<file path="src/rtl/pingpong_fmap_buf_ctrl_pkg.sv">
// Shared types and defaults for the ping-pong feature-map buffer controller.
package pingpong_fmap_buf_ctrl_pkg;

  localparam int DEF_WIDTH     = 4;
  localparam int DEF_ADDRWIDTH = 8;
  localparam int DEF_DEPTH     = 256;

  // Selects one of the two RAM banks.
  typedef logic bank_sel_t;

  // One full flag per bank, bit index equals bank number.
  typedef logic [1:0] bank_full_t;

  // One-hot mask for a bank inside a bank_full_t vector.
  function automatic bank_full_t bank_onehot(input bank_sel_t bank);
    bank_full_t mask;
    case (bank)
      1'b0:    mask = 2'b01;
      1'b1:    mask = 2'b10;
      default: mask = 2'b00;
    endcase
    return mask;
  endfunction

endpackage

</file>
<file path="src/rtl/pingpong_fmap_buf_ctrl_ptr.sv">
// Bank select plus address counter. Advances through 0..DEPTH-1 and then
// wraps to address 0 of the other bank.
module pingpong_ptr
  import pingpong_fmap_buf_ctrl_pkg::*;
#(
  parameter int ADDRWIDTH = DEF_ADDRWIDTH,
  parameter int DEPTH     = DEF_DEPTH
) (
  input  logic                 clk_i,
  input  logic                 clr_i,
  input  logic                 advance_i,
  output logic                 bank_o,
  output logic [ADDRWIDTH-1:0] addr_o,
  output logic                 at_last_o,
  output logic                 wrap_o
);

  localparam logic [ADDRWIDTH-1:0] LAST_ADDR = ADDRWIDTH'(DEPTH - 1);
  localparam logic [ADDRWIDTH-1:0] ADDR_ONE  = ADDRWIDTH'(1);
  localparam logic [ADDRWIDTH-1:0] ADDR_ZERO = {ADDRWIDTH{1'b0}};

  bank_sel_t            bank_q, bank_d;
  logic [ADDRWIDTH-1:0] addr_q, addr_d;

  assign bank_o    = bank_q;
  assign addr_o    = addr_q;
  assign at_last_o = (addr_q == LAST_ADDR);
  assign wrap_o    = advance_i & at_last_o;

  // Next pointer: step the address, or switch bank at the end of a frame.
  always_comb begin
    bank_d = bank_q;
    addr_d = addr_q;
    if (advance_i) begin
      if (at_last_o) begin
        bank_d = ~bank_q;
        addr_d = ADDR_ZERO;
      end else begin
        addr_d = addr_q + ADDR_ONE;
      end
    end else begin
      addr_d = addr_q;
    end
  end

  // Pointer state with synchronous clear.
  always_ff @(posedge clk_i) begin
    if (clr_i) begin
      bank_q <= 1'b0;
      addr_q <= ADDR_ZERO;
    end else begin
      bank_q <= bank_d;
      addr_q <= addr_d;
    end
  end

endmodule

</file>
<file path="src/rtl/pingpong_fmap_buf_ctrl.sv">
// Ping-pong controller for two external simple-dual-port RAM banks: the
// producer fills one bank while the consumer drains the other.
module pingpong_fmap_buf_ctrl
  import pingpong_fmap_buf_ctrl_pkg::*;
#(
  parameter int WIDTH     = DEF_WIDTH,
  parameter int ADDRWIDTH = DEF_ADDRWIDTH,
  parameter int DEPTH     = DEF_DEPTH
) (
  input  logic                 clk,
  input  logic                 rst,
  input  logic                 flush,
  input  logic                 in_valid,
  output logic                 in_ready,
  input  logic [WIDTH-1:0]     in_data,
  output logic                 out_valid,
  input  logic                 out_ready,
  output logic [WIDTH-1:0]     out_data,
  output logic                 out_last,
  output logic                 ram0_wea,
  output logic                 ram1_wea,
  output logic [ADDRWIDTH-1:0] ram0_addra,
  output logic [ADDRWIDTH-1:0] ram1_addra,
  output logic [WIDTH-1:0]     ram0_dia,
  output logic [WIDTH-1:0]     ram1_dia,
  output logic [ADDRWIDTH-1:0] ram0_addrb,
  output logic [ADDRWIDTH-1:0] ram1_addrb,
  input  logic [WIDTH-1:0]     ram0_dob,
  input  logic [WIDTH-1:0]     ram1_dob,
  output logic [1:0]           bank_full
);

  logic                 clr_s;
  logic                 wr_accept_s, rd_fire_s;
  logic                 wr_bank_s, rd_bank_s;
  logic [ADDRWIDTH-1:0] wr_addr_s, rd_addr_s;
  logic                 wr_at_last_s, wr_wrap_s;
  logic                 rd_at_last_s, rd_wrap_s;
  bank_full_t           full_q, full_d;
  bank_full_t           set_mask_s, clr_mask_s;

  // rst and flush have identical effect; both also gate every handshake.
  assign clr_s = rst | flush;

  assign in_ready    = ~clr_s & ~full_q[wr_bank_s];
  assign out_valid   = ~clr_s & full_q[rd_bank_s];
  assign wr_accept_s = in_valid & in_ready;
  assign rd_fire_s   = out_valid & out_ready;

  pingpong_ptr #(.ADDRWIDTH(ADDRWIDTH), .DEPTH(DEPTH)) u_wr_ptr (
    .clk_i     (clk),
    .clr_i     (clr_s),
    .advance_i (wr_accept_s),
    .bank_o    (wr_bank_s),
    .addr_o    (wr_addr_s),
    .at_last_o (wr_at_last_s),
    .wrap_o    (wr_wrap_s)
  );

  pingpong_ptr #(.ADDRWIDTH(ADDRWIDTH), .DEPTH(DEPTH)) u_rd_ptr (
    .clk_i     (clk),
    .clr_i     (clr_s),
    .advance_i (rd_fire_s),
    .bank_o    (rd_bank_s),
    .addr_o    (rd_addr_s),
    .at_last_o (rd_at_last_s),
    .wrap_o    (rd_wrap_s)
  );

  // Write side: only the bank being filled sees a write enable. Address and
  // data buses are shared, which is harmless with wea low on the idle bank.
  assign ram0_wea   = wr_accept_s & (wr_bank_s == 1'b0);
  assign ram1_wea   = wr_accept_s & (wr_bank_s == 1'b1);
  assign ram0_addra = wr_addr_s;
  assign ram1_addra = wr_addr_s;
  assign ram0_dia   = in_data;
  assign ram1_dia   = in_data;

  // Read side: asynchronous RAM read, so data is presented in the same cycle.
  assign ram0_addrb = rd_addr_s;
  assign ram1_addrb = rd_addr_s;
  assign out_data   = rd_bank_s ? ram1_dob : ram0_dob;
  assign out_last   = out_valid & rd_at_last_s;

  assign bank_full  = full_q;

  // Completing writer marks its bank full, completing reader frees its bank;
  // they always refer to different banks so both can apply in one cycle.
  always_comb begin
    set_mask_s = 2'b00;
    clr_mask_s = 2'b00;
    if (wr_wrap_s & wr_at_last_s) begin
      set_mask_s = bank_onehot(wr_bank_s);
    end else begin
      set_mask_s = 2'b00;
    end
    if (rd_wrap_s) begin
      clr_mask_s = bank_onehot(rd_bank_s);
    end else begin
      clr_mask_s = 2'b00;
    end
    full_d = (full_q | set_mask_s) & ~clr_mask_s;
  end

  // Per-bank full flags, cleared by reset or flush.
  always_ff @(posedge clk) begin
    if (clr_s) begin
      full_q <= 2'b00;
    end else begin
      full_q <= full_d;
    end
  end

endmodule

</file>
<file path="config.mk">
export PLATFORM = sky130hd
export DESIGN_NAME = pingpong_fmap_buf_ctrl
export DESIGN_NICKNAME = d
export VERILOG_FILES = /design/src/rtl/pingpong_fmap_buf_ctrl_pkg.sv /design/src/rtl/pingpong_fmap_buf_ctrl_ptr.sv /design/src/rtl/pingpong_fmap_buf_ctrl.sv
export SDC_FILE = /design/constraint.sdc
export NUM_CORES = 1
export LEC_CHECK = 0
export CAP_MARGIN = 15
export CELL_PAD_IN_SITES_DETAIL_PLACEMENT = 0
export CELL_PAD_IN_SITES_GLOBAL_PLACEMENT = 1
export CORE_ASPECT_RATIO = 1.1
export CORE_MARGIN = 2
export CORE_UTILIZATION = 28
export CTS_CLUSTER_DIAMETER = 30
export DETAILED_ROUTE_END_ITERATION = 8
export GPL_TIMING_DRIVEN = 0
export PLACE_DENSITY_LB_ADDON = 0.1
export SLEW_MARGIN = 10
export SYNTH_ARGS = -nofsm -noshare
export SYNTH_HDL_FRONTEND = slang
export SYNTH_SLANG_ARGS = --single-unit
</file>
<file path="constraint.sdc">
create_clock -name clk -period 2 [get_ports clk]
set_clock_uncertainty 0.05 [all_clocks]
set_input_delay 0.5 -clock clk [delete_from_list [all_inputs] [get_ports clk]]
set_output_delay 0.5 -clock clk [all_outputs]
set_load 0.01 [all_outputs]
</file>
==> impl_metrics.csv <==
group,metric,value,unit
outcome,run_status,"completed",
routing,detailedRoute.firstPassIterationCount,4,
power,power_switching,0.180,mW
clock_network,htree_levels,1,
routing,detail-route-antenna-nets,0,
clock_network,cts_tree,"done",
power,seq_power_share,48.2,%
clock_network,clockRootBuffer,"sky130_fd_sc_hd__clkbuf_8",
cells_and_area,area_delta_synth_final,70.5,%
cells_and_area,final_util,50.5,%
sta,setup_repair_after_global_routing_missed_its_margin,"no",
cells_and_area,stdcell_count,273,
worst_setup_path,criticalPathCategory,"input pin to output pin",
worst_setup_path,cp.arrival,1.40,ns
sta,report.final.hold_viol_count,0,
sta,timing.final.max_slew_violations,0,
sta,pin_slew_with_the_least_headroom_to_its_limit,0.264,ns
hold_path,timing.hold.worst.class,"flip-flop to flip-flop",
sta,setup_total_negative_slack,0,ns
cells_and_area,num_antenna_cells,0,
worst_setup_path,cp_data_required_time,1.45,ns
floorplanning,rows,25,
synthesis,synth.area.top_cells,"sky130_fd_sc_hd__dfxtp_1 31%, sky130_fd_sc_hd__buf_4 14%, sky130_fd_sc_hd__nor2_1 6.4%",
routing,wl_per_cell,12.7,um
clock_network,cts.clk_slew.worst_paths,0.08,ns
global_routing,grt_start_max_net_pins,12,
clock_network,clkSinkCount,20,
global_routing,wire_length_of_the_first_global_routing_pass,5340,um
clock_network,cts_made_buffers,3,
sta,setup-violations-final,0,
routing,drt_wl_total,3470,um
power,total_leakage_power,0.868,nW
power,total_power_density_per_cell_area,371,mW/mm^2
power,sw_frac_of_total,21.9,%
synthesis,post-synth-top-area-fraction,30.9,%
cells_and_area,sequential_cell_area,420,um^2
worst_setup_path,path_cells,"clkdlybuf4s50_1, mux2_2, clkdlybuf4s15_1",
placement,gp_routability_congestion,0.754,
power,total_power,0.820,mW
sta,min_period_over_period,97.7,%
global_routing,gr-usage-all-layers,13.7,%
synthesis,postSynthRegisterBits,20,
power,power.ir.vdd_worst,0.232,mV
sta,fmaxAchievable,512,MHz
floorplanning,io_pins,68,
floorplanning,die_width,68.9,um
synthesis,synth_cell_types,34,
sta,fin_worst_hold_slack,0.484,ns
synthesis,syn-instance-count,140,
placement,placedCellCount,257,
routing,route.detailed.vias_per_inst,4.48,
job,drv.max_cap_violation_count,0,
power,pwr-share-clk,38.1,%
floorplanning,die_outline_area,0.00519,mm^2
cells_and_area,drive_gt1_share,37.4,%
floorplanning,die_height,75.4,um
cells_and_area,fillers,414,
synthesis,yosys.area.top_type,"sky130_fd_sc_hd__dfxtp_1",
power,power.combinational.fraction,13.7,%
worst_setup_path,critical_path.startpoint_type,"input pin",
placement,port-buffer-count,63,
routing,total_via_count_in_the_routed_design,1222,
floorplanning,core_area,0.00438,mm^2
clock_network,worstSkewPairLatency,0.26,ns
routing,drt_iter0_markers,53,
synthesis,syn_area,0.00130,mm^2
worst_setup_path,path_max_fanout,1,
worst_setup_path,worst_path_largest_cell_delay,0.41,ns
clock_network,clockBufferDepth,2,
worst_setup_path,critPathCaptureType,"output pin",
cells_and_area,final_nets,239,
synthesis,post_syn_area_per_cell,9.26,um^2
sta,slew-limit-headroom,82.3,%
worst_setup_path,critPathSlowestCell,"sky130_fd_sc_hd__clkdlybuf4s50_1",
global_routing,grt_pass1_vias,1182,
power,intPower,0.640,mW
sta,fin_crit,1.95,ns
global_routing,grt_remaining_overflow,0,
routing,drt_drc_violations_left,0,
synthesis,synth.yosys.seq_area_share,30.9,%
global_routing,number_of_antenna_violations_at_the_first_check_in_global_routing,0,
floorplanning,initial_utilization,29.6,%
cells_and_area,multi_input_comb_area,737,um^2
synthesis,ys.warnings.count,0,
synthesis,postSynthNetCount,159,
placement,place.detailed.hpwl,2480,um
[flip-flops by register name, indices dropped and copies added, names as in the netlist]
signal	count
u_rd_ptr.bank_o	1
bank_full	2
u_rd_ptr.addr_o	8
u_wr_ptr.bank_o	1
u_wr_ptr.addr_o	8
[cell usage after synthesis]
cell type,number
sky130_fd_sc_hd__nor3b_1,1
sky130_fd_sc_hd__or3b_1,1
sky130_fd_sc_hd__and3_1,2
sky130_fd_sc_hd__xor2_1,7
sky130_fd_sc_hd__o21ai_4,1
sky130_fd_sc_hd__mux2i_4,1
sky130_fd_sc_hd__o21ai_0,2
sky130_fd_sc_hd__or2_2,2
sky130_fd_sc_hd__nor4_4,2
sky130_fd_sc_hd__mux2i_2,1
sky130_fd_sc_hd__and4_1,1
sky130_fd_sc_hd__nand3_1,5
sky130_fd_sc_hd__xnor2_1,8
sky130_fd_sc_hd__and4bb_2,2
sky130_fd_sc_hd__mux2_2,4
sky130_fd_sc_hd__nor4b_4,1
sky130_fd_sc_hd__nand2b_1,1
sky130_fd_sc_hd__dfxtp_1,20
sky130_fd_sc_hd__clkbuf_1,1
sky130_fd_sc_hd__buf_4,24
sky130_fd_sc_hd__buf_6,2
sky130_fd_sc_hd__nor4_2,2
sky130_fd_sc_hd__nand2_1,6
sky130_fd_sc_hd__a21oi_1,3
sky130_fd_sc_hd__nand4_1,7
sky130_fd_sc_hd__or2b_1,1
sky130_fd_sc_hd__o21bai_1,1
sky130_fd_sc_hd__ha_1,2
sky130_fd_sc_hd__or2_4,1
sky130_fd_sc_hd__inv_1,1
sky130_fd_sc_hd__nor3_1,2
sky130_fd_sc_hd__nor2_1,22
sky130_fd_sc_hd__and2_1,1
sky130_fd_sc_hd__mux2i_1,2
[per-stage QoR]
| step | cell area (um^2) | worst slack, ns |
|---|---|---|
| floorplan | 1300 | 0.110 |
| global placement | 1990 | -0.962 |
| detailed placement | 1990 | -0.946 |
| CTS | 2190 | 0.00117 |
| global route | 2210 | 0.00685 |
| finish | 2210 | 0.0467 |
[cell type report]
| type | count | area share (%) |
|---|---|---|
| plain buffers | 27 | 10.3 |
| flip-flops and latches | 20 | 19.0 |
| clock buffers | 4 | 2.49 |
| repair buffers | 75 | 31.6 |
| well taps | 54 | 3.06 |
| multi-input cells | 92 | 33.4 |
| inverters | 1 | 0.170 |
[power groups by stage]
stage	Combinational, mW	Sequential (mW)	Clock [mW]
after floorplan	0.0436	0.409	0
after global placement	0.104	0.409	0
after detailed placement	0.104	0.409	0
after CTS	0.112	0.395	0.324
after global routing	0.121	0.395	0.343
final	0.113	0.395	0.312
[logic make-up (layout without fill, tap and decap cells)]
kind of cell,count (synthesis),after routing,synth area share (%)
DFF,20,20,30.9
xor gates and xnor gates,15,15,10.1
and+or+nand+nor,60,60,29.2
adders and majority gates,2,2,1.93
muxes,8,8,7.82
AOI/OAI and AO/OA,7,7,3.76
buffers and inverters,28,107,16.2
[worst paths after layout]
check                                from                               to  slack (ns)  cells after the start
max reg2reg  u_wr_ptr.bank_o$_SDFFE_PP0P_  u_wr_ptr.addr_o[5]$_SDFFE_PP0N_        0.39                      6
max                           ram1_dob[1]                      out_data[1]        0.05                      3
min          u_wr_ptr.bank_o$_SDFFE_PP0P_          bank_full[1]$_SDFF_PP0_        0.48                      2
min reg2reg  u_wr_ptr.bank_o$_SDFFE_PP0P_          bank_full[1]$_SDFF_PP0_        0.48                      2
[critical path: cells and delay by family]
family                 cells  cell delay (ns)
muxes                      1             0.26
buffers and inverters      2             0.64
[cell usage in the layout, fill, tap and decap left out, types with 2 or more instances in the layout]
master / Yosys / final
sky130_fd_sc_hd__dfxtp_1: 20 / 10
sky130_fd_sc_hd__nor2_1: 22 / 21
sky130_fd_sc_hd__o21ai_0: 2 / 2
sky130_fd_sc_hd__buf_6: 2 / 2
sky130_fd_sc_hd__a21oi_1: 3 / 3
sky130_fd_sc_hd__clkbuf_2: 0 / 3
sky130_fd_sc_hd__dfxtp_4: 0 / 3
sky130_fd_sc_hd__or2_4: 1 / 3
sky130_fd_sc_hd__mux2i_1: 2 / 2
sky130_fd_sc_hd__and4bb_2: 2 / 2
sky130_fd_sc_hd__dfxtp_2: 0 / 7
sky130_fd_sc_hd__clkdlybuf4s15_1: 0 / 5
sky130_fd_sc_hd__xor2_1: 7 / 7
sky130_fd_sc_hd__buf_4: 24 / 36
sky130_fd_sc_hd__nand4_1: 7 / 7
sky130_fd_sc_hd__xnor2_1: 8 / 8
sky130_fd_sc_hd__buf_2: 0 / 2
sky130_fd_sc_hd__mux2_2: 4 / 4
sky130_fd_sc_hd__nand3_1: 5 / 3
sky130_fd_sc_hd__nor4_4: 2 / 2
sky130_fd_sc_hd__nand2_1: 6 / 6
sky130_fd_sc_hd__nand3_2: 0 / 2
sky130_fd_sc_hd__and3_1: 2 / 2
sky130_fd_sc_hd__clkbuf_8: 0 / 4
sky130_fd_sc_hd__clkdlybuf4s50_1: 0 / 50
sky130_fd_sc_hd__nor4_2: 2 / 2
sky130_fd_sc_hd__mux2i_4: 1 / 2
[routing by layer]
metal	wire (um)	share of wire, %	vias to the layer above	GRT usage, %
li1	-	-	612	-
met3	291	8.4	2	3.69
met5	0	0	-	0
met4	22	0.63	0	3.92
met2	1670	48	51	23.7
met1	1490	43	557	16.6
[what timing repair did]
item	in CTS	in global routing
hold buffers	0	0
endpoints found under the setup margin	9	16
resized for setup	41	19
pin swaps	5	0
setup buffers	12	0
Note: power is estimated with default switching activity, not from simulation.
